$ cat config.mk
export PLATFORM = sky130hd
export DESIGN_NAME = sap_control_sequencer
export DESIGN_NICKNAME = d
export VERILOG_FILES = /design/src/rtl/sap_control_sequencer.sv
export SDC_FILE = /design/constraint.sdc
export NUM_CORES = 1
export LEC_CHECK = 0
export ABC_CLOCK_PERIOD_IN_PS = 2200
export BUFFER_PORTS_ARGS = -buffer_cell sky130_fd_sc_hd__buf_2
export CAP_MARGIN = 15
export CORE_UTILIZATION = 48
export CTS_CLUSTER_DIAMETER = 120
export DETAILED_ROUTE_END_ITERATION = 8
export PLACE_DENSITY = 0.94
export SLEW_MARGIN = 20
export SYNTH_ARGS = -nofsm -noshare
export SYNTH_HDL_FRONTEND = slang
export SYNTH_SLANG_ARGS = --single-unit
$ cat constraint.sdc
create_clock -name clk -period 2.2 [get_ports clk]
set_input_delay 0.22 -clock clk [delete_from_list [all_inputs] [get_ports clk]]
set_output_delay 0.22 -clock clk [all_outputs]
set_load 0.01 [all_outputs]
$ cat src/rtl/sap_control_sequencer.sv
// SAP-1 control sequencer: six-state one-hot T-state ring plus opcode/flag decode into the control word.
// Loads and counts are qualified by advance so a held T-state never repeats a strobe.
module sap_control_sequencer (
  input  logic       clk,
  input  logic       rst,
  input  logic       run,
  input  logic       step,
  input  logic [3:0] opcode,
  input  logic       flag_c,
  input  logic       flag_z,
  output logic [5:0] t_state,
  output logic       halted,
  output logic       cp,
  output logic       lp,
  output logic       lm,
  output logic       ri,
  output logic       li,
  output logic       la,
  output logic       lb,
  output logic       lo,
  output logic       ep,
  output logic       ce,
  output logic       ei,
  output logic       ea,
  output logic       eu,
  output logic       su
);

  typedef enum logic [5:0] {
    S_HALT = 6'b000000,
    S_T1   = 6'b000001,
    S_T2   = 6'b000010,
    S_T3   = 6'b000100,
    S_T4   = 6'b001000,
    S_T5   = 6'b010000,
    S_T6   = 6'b100000
  } state_t;

  localparam logic [3:0] OP_LDA = 4'h0;
  localparam logic [3:0] OP_ADD = 4'h1;
  localparam logic [3:0] OP_SUB = 4'h2;
  localparam logic [3:0] OP_JMP = 4'h3;
  localparam logic [3:0] OP_JC  = 4'h4;
  localparam logic [3:0] OP_JZ  = 4'h5;
  localparam logic [3:0] OP_LDI = 4'h6;
  localparam logic [3:0] OP_STA = 4'h7;
  localparam logic [3:0] OP_OUT = 4'hE;
  localparam logic [3:0] OP_HLT = 4'hF;

  state_t state, state_nxt;
  logic   step_q;
  logic   advance;
  logic   strobe_en;
  logic   cp_d, lp_d, lm_d, ri_d, li_d, la_d, lb_d, lo_d;

  assign advance   = run | (step & ~step_q);
  // Reset abandons the current instruction, so its strobes are suppressed in the reset cycle too.
  assign strobe_en = advance & ~rst;

  always_ff @(posedge clk) begin
    if (rst) begin
      state  <= S_T1;
      step_q <= 1'b0;
    end else begin
      state  <= state_nxt;
      step_q <= step;
    end
  end

  always_comb begin
    state_nxt = state;
    cp_d = 1'b0; lp_d = 1'b0; lm_d = 1'b0; ri_d = 1'b0;
    li_d = 1'b0; la_d = 1'b0; lb_d = 1'b0; lo_d = 1'b0;
    ep = 1'b0; ce = 1'b0; ei = 1'b0; ea = 1'b0; eu = 1'b0; su = 1'b0;

    if (advance) begin
      case (state)
        S_T1:    state_nxt = S_T2;
        S_T2:    state_nxt = S_T3;
        S_T3:    state_nxt = S_T4;
        S_T4:    state_nxt = (opcode == OP_HLT) ? S_HALT : S_T5;
        S_T5:    state_nxt = S_T6;
        S_T6:    state_nxt = S_T1;
        S_HALT:  state_nxt = S_HALT;
        default: state_nxt = S_T1;
      endcase
    end

    case (state)
      S_T1: begin ep = 1'b1; lm_d = 1'b1; end
      S_T2: cp_d = 1'b1;
      S_T3: begin ce = 1'b1; li_d = 1'b1; end
      S_T4: begin
        case (opcode)
          OP_LDA, OP_ADD, OP_SUB, OP_STA: begin ei = 1'b1; lm_d = 1'b1; end
          OP_JMP: begin ei = 1'b1; lp_d = 1'b1; end
          OP_JC:  begin ei = flag_c; lp_d = flag_c; end
          OP_JZ:  begin ei = flag_z; lp_d = flag_z; end
          OP_LDI: begin ei = 1'b1; la_d = 1'b1; end
          OP_OUT: begin ea = 1'b1; lo_d = 1'b1; end
          default: ;
        endcase
      end
      S_T5: begin
        case (opcode)
          OP_LDA:         begin ce = 1'b1; la_d = 1'b1; end
          OP_ADD, OP_SUB: begin ce = 1'b1; lb_d = 1'b1; end
          OP_STA:         begin ea = 1'b1; ri_d = 1'b1; end
          default: ;
        endcase
      end
      S_T6: begin
        if (opcode == OP_ADD || opcode == OP_SUB) begin
          eu   = 1'b1;
          la_d = 1'b1;
          su   = (opcode == OP_SUB);
        end
      end
      default: ;
    endcase
  end

  assign cp = cp_d & strobe_en;
  assign lp = lp_d & strobe_en;
  assign lm = lm_d & strobe_en;
  assign ri = ri_d & strobe_en;
  assign li = li_d & strobe_en;
  assign la = la_d & strobe_en;
  assign lb = lb_d & strobe_en;
  assign lo = lo_d & strobe_en;

  assign t_state = state;
  assign halted  = (state == S_HALT);

endmodule

Word-level counts from Yosys, hierarchy flattened
Cells that the tools add are included.
{"block": "totals", "word_cells": 64, "register_bits": 7}
{"block": "classes", "bitwise_logic": 13, "n_eq_ne": 15, "muxes": 27, "n_reduce_logical": 7}
{"cell": "$pmux W6 S6", "n": 1}
{"cell": "$mux W1", "n": 19}
{"cell": "$eq A4 B3 Y1 const B", "n": 4}
{"cell": "$and A1 B1 Y1", "n": 10}
{"cell": "$pmux W1 S3", "n": 3}
{"cell": "$eq A4 B2 Y1 const B", "n": 2}
{"cell": "$eq A4 B4 Y1 const B", "n": 2}
{"cell": "$eq A6 B1 Y1 const B", "n": 1}
{"cell": "$eq A6 B2 Y1 const B", "n": 1}
{"cell": "$eq A6 B3 Y1 const B", "n": 1}
{"cell": "$eq A6 B4 Y1 const B", "n": 1}
{"cell": "$eq A6 B5 Y1 const B", "n": 1}
{"cell": "$eq A6 B6 Y1 const B", "n": 1}
{"cell": "$logic_not A6 Y1", "n": 1}
{"cell": "$pmux W1 S2", "n": 3}
{"cell": "$reduce_or A6 Y1", "n": 1}
{"cell": "$mux W5", "n": 1}
{"cell": "$eq A4 B1 Y1 const B", "n": 1}
{"cell": "$logic_not A4 Y1", "n": 1}
{"cell": "$reduce_or A4 Y1", "n": 1}
{"cell": "$reduce_or A3 Y1", "n": 1}
{"cell": "$not A1 Y1", "n": 2}
{"cell": "$reduce_or A2 Y1", "n": 1}
{"cell": "$logic_or A1 B1 Y1", "n": 1}
{"cell": "$or A1 B1 Y1", "n": 1}

Depth between registers and ports, before layout
{"block": "depth", "depth_word": 5, "depth_mapped": 5}

Worst setup path before layout
OpenSTA, ideal clock, no wires.
{"block": "synth_timing", "path_type": "reg-to-output", "from": "reg state[5], in the netlist t_state[5]", "to": "out lm", "stages_incl_launch_ff": 6, "n_path_buf": 1, "slack_ns": 0.660, "arrival_time_ns": 1.320, "required_ns": 1.980, "cell_sequence": "dfxtp_1 -> buf_6 -> nor2_8 -> nand4b_4 -> or3_1 -> o22ai_1"}
{"block": "synth_via", "elab_chain_len": 3, "word_cells_on_any_way": 4, "classes_between": "eq/ne: 2; mux: 1; bitwise: 1"}
{"element": "start, declared", "line": "50", "rtl": "state_t state, state_nxt;"}
{"element": "start signal, assigned", "line": "65", "rtl": "state <= state_nxt;"}
{"element": "$eq A6 B4 Y1 / $eq A6 B1 Y1 (equally long branches)", "line": "89", "rtl": "case (state)"}
{"element": "$pmux W1 S2 (*)", "line": "89"}
{"element": "$and A1 B1 Y1 (*)", "line": "125", "rtl": "assign lm = lm_d & strobe_en;"}
{"element": "end, declared", "line": "15", "rtl": "output logic lm,"}
Mark *: on every way between the ends. The rest lies on a longest branch, timed or not.

Worst setup path in the final report
{"block": "layout_timing", "from": "reg state[5], in the netlist t_state[5]", "to": "out la"}
{"block": "layout_via", "elab_chain_len": 3, "word_cells_on_any_way": 5, "classes_between": "eq/ne: 3; mux: 1; bitwise: 1"}
{"element": "$eq A6 B6 Y1 (tied with other cells)", "line": "89"}
{"element": "$pmux W1 S3 (*)", "line": "89"}
{"element": "$and A1 B1 Y1 (*)", "line": "128", "rtl": "assign la = la_d & strobe_en;"}
{"element": "end, declared", "line": "18", "rtl": "output logic la,"}
Marks and branches as above.

==> flow_summary.toml <==
[status]
outcome = "completed"

[route]
totalWireLength_mm = 1.77
drt-initial-drc-count = 8
post_drt_wl_per_cell_um = 13.6
first_pass_iters = 4
vias = 774
drcViolationCount = 0
ant_nets = 0
viasPerCell = 5.95

[power]
p_per_area_nw_per_um2 = 440
comb_power_share_pct = 27.7
p_total_w = 0.000366
clkPwrFrac_pct = 32.3
internal-power_w = 0.000242
netSwitchingFraction_pct = 33.8
switchingPower_w = 0.000124
power.leakage_nw = 0.441
seqPwrFrac_pct = 40.0
vdd_drop_max_v = 0.000417

[timing]
rsz0062_at_grt = "false"
finalSetupViolations = 0
period_needed_ns = 1.97
finalHoldViolCount = 0
max_freq_mhz = 507
clock_skew_ns = 0.000456
fin_crit_sh_pct = 89.7
slew_headroom_pct = 52.3
drv_slew = 0
tightest_slew_ns = 0.711
tns_ns = 0

[clocking]
ctsHoldBuffers = 0
tritoncts = "yes"
htreeDepth = 1
cts_root_buf = "clkbuf_4"
postCtsResizedCells = 0
worstSkewPairLatency_ns = 0.25
clkSlewWorstSetupHoldPaths_ns = 0.05
cts_buffer_depth = 2
numCtsBuffers = 3
cts_sinks = 7
postCtsSetupBuffers = 0

[die]
coreArea_um2 = 1300
initial_core_util_pct = 51.6
die_w_um = 39.4
rows = 13
io_pins = 31
die_y_um = 39.4
die-area_um2 = 1550

[synthesis]
synthFlopType = "dfxtp_1"
synth_cell_types = 41
yosys_register_bits = 7
ys_seq_area_share_pct = 20.9
synthCells = 87
netlist_area_um2 = 672
syn-num-nets = 97
avgSynthCellArea_um2 = 7.72
synth_enable_flop_cells = 0
ys_async_sr_fraction_pct = 0
yosys_warnings = 0

[layout]
nFillCells = 126
nNetsFinal = 126
drive_gt1_share_pct = 35.7
instances_no_fill = 130
n_antenna_cell = 0
synthToLayoutAreaGrowth_pct = 23.8

[setup_path]
critPathTopFamily = "compound AO/OA/AOI/OAI gates"
crit_type = "reg2out"
cp-end-kind = "output port"
crit_buf_inv = 1
startpoint_type = "flop"
slowest_delay_ns = 0.60
worstPathArrival_ns = 1.75
critPathSlowestCell = "dfxtp_1"
cp_cell_sequence = "nand3b_1, a2111oi_0, o311a_1, buf_2"
worstPathRequired_ns = 1.98
cp_max_fo = 10

[placement]
place.gp.congestion = 0.853
numPortBuffers = 30
place_inst = 126
dp_hpwl_mm = 1.34

[global_routing]
grt_pass1_vias = 623
grt_pass1_wl_mm = 2.57
overflow = 0
grt_max_degree = 13
antenna_found_initial = 0
grt_util_all_layers_pct = 24.6

[min_path]
hold_path_class = "in2reg"

[job]
max_cap_viol_count = 0
synthesized netlist by cell type (2+ instances only):
library cell,number,area share (%)
nor4_1,3,2.8
nand3_1,2,1.5
or3_1,2,1.9
clkbuf_1,3,1.7
nor3_1,3,2.2
nor2_1,8,4.5
nand3b_1,3,3.4
nor2b_1,2,1.9
nand2_1,13,7.3
a21o_1,2,2.2
dfxtp_1,7,21
xor2_1,2,2.6
inv_1,4,2.2
o21ai_0,5,3.7
nor4b_2,2,4.5
path summary, 6_finish.rpt:
check                            endpoint                     from  cells past startpoint  slack (ns)
hold / removal          step_q$_SDFF_PP0_                      rst                      2        0.16
setup / recovery                       la  t_state[5]$_SDFFE_PP0N_                      4        0.23
hold reg to reg   t_state[1]$_SDFFE_PP0N_  t_state[1]$_SDFFE_PP0N_                      2        0.58
setup reg to reg  t_state[0]$_SDFFE_PP1N_  t_state[3]$_SDFFE_PP0N_                      4        0.91
cells in the final DEF, fill, tap and decap left out, types with 3 or more instances in the layout:
cell type / n
nor4_1: 3
o21ai_0: 5
dfxtp_1: 7
buf_2: 30
nor2_1: 8
inv_1: 4
nor3_1: 3
nand3b_1: 3
nand2_1: 13
clkbuf_4: 3
cell families (layout without fill, tap and decap cells):
| logic type | after synthesis | count (layout) | synth area share (%) |
|---|---|---|---|
| XOR/XNOR | 3 | 3 | 3.91 |
| adder cells (fa/ha/maj) | 1 | 1 | 1.49 |
| buffers and inverters | 10 | 38 | 7.45 |
| AO/OA/AOI/OAI | 18 | 18 | 19.6 |
| multiplexers | 1 | 1 | 1.49 |
| AND/OR/NAND/NOR | 47 | 47 | 45.3 |
| flip-flops | 7 | 7 | 20.9 |
cell type report:
| type | count | area, um^2 | area share [%] |
|---|---|---|---|
| Timing Repair Buffer | 30 | 150 | 18.0 |
| Multi-Input combinational cell | 70 | 482 | 57.9 |
| Sequential cell | 7 | 140 | 16.8 |
| Clock buffer | 4 | 26.3 | 3.16 |
| Tap cell | 15 | 18.8 | 2.26 |
| Inverter | 4 | 15.0 | 1.80 |
power groups by stage:
stage                     clock (W)  sequential, W  combinational (W)
after floorplan                   0       0.000150          0.0000633
after global placement            0       0.000148          0.0000956
after detailed placement          0       0.000149          0.0000996
after CTS                  0.000122       0.000146           0.000101
after global routing       0.000128       0.000148           0.000110
final                      0.000118       0.000146           0.000101
registers in the layout, indices dropped and copies added, names as in the netlist:
register	flops
t_state	6
step_q	1
routing by layer:
metal / global-route usage, % / vias up / wire, um
met5: 0 / - / 0
met3: 8.52 / 0 / 108
met4: 2.59 / 0 / 0
met1: 31.2 / 376 / 730
li1: - / 378 / -
met2: 40.6 / 20 / 930
worst register-to-register path: cells and delay by family, from the launching register on:
| kind | cells | cell delay (ns) |
|---|---|---|
| DFF | 1 | 0.42 |
| and+or+nand+nor | 2 | 0.37 |
| AOI/OAI and AO/OA | 2 | 0.36 |
metrics by stage:
step	setup slack [ns]	utilization, %	instance area [um^2]	hold WS, ns
2_1_floorplan	0.660	-	672	0.292
3_3_place_gp	0.556	61.9	806	0.407
3_5_place_dp	0.484	61.9	806	0.425
4_1_cts	0.212	63.9	832	0.157
5_1_grt	0.0897	63.9	832	0.158
6_report	0.227	63.9	832	0.158
No activity file was read; power rests on OpenSTA's default activity.
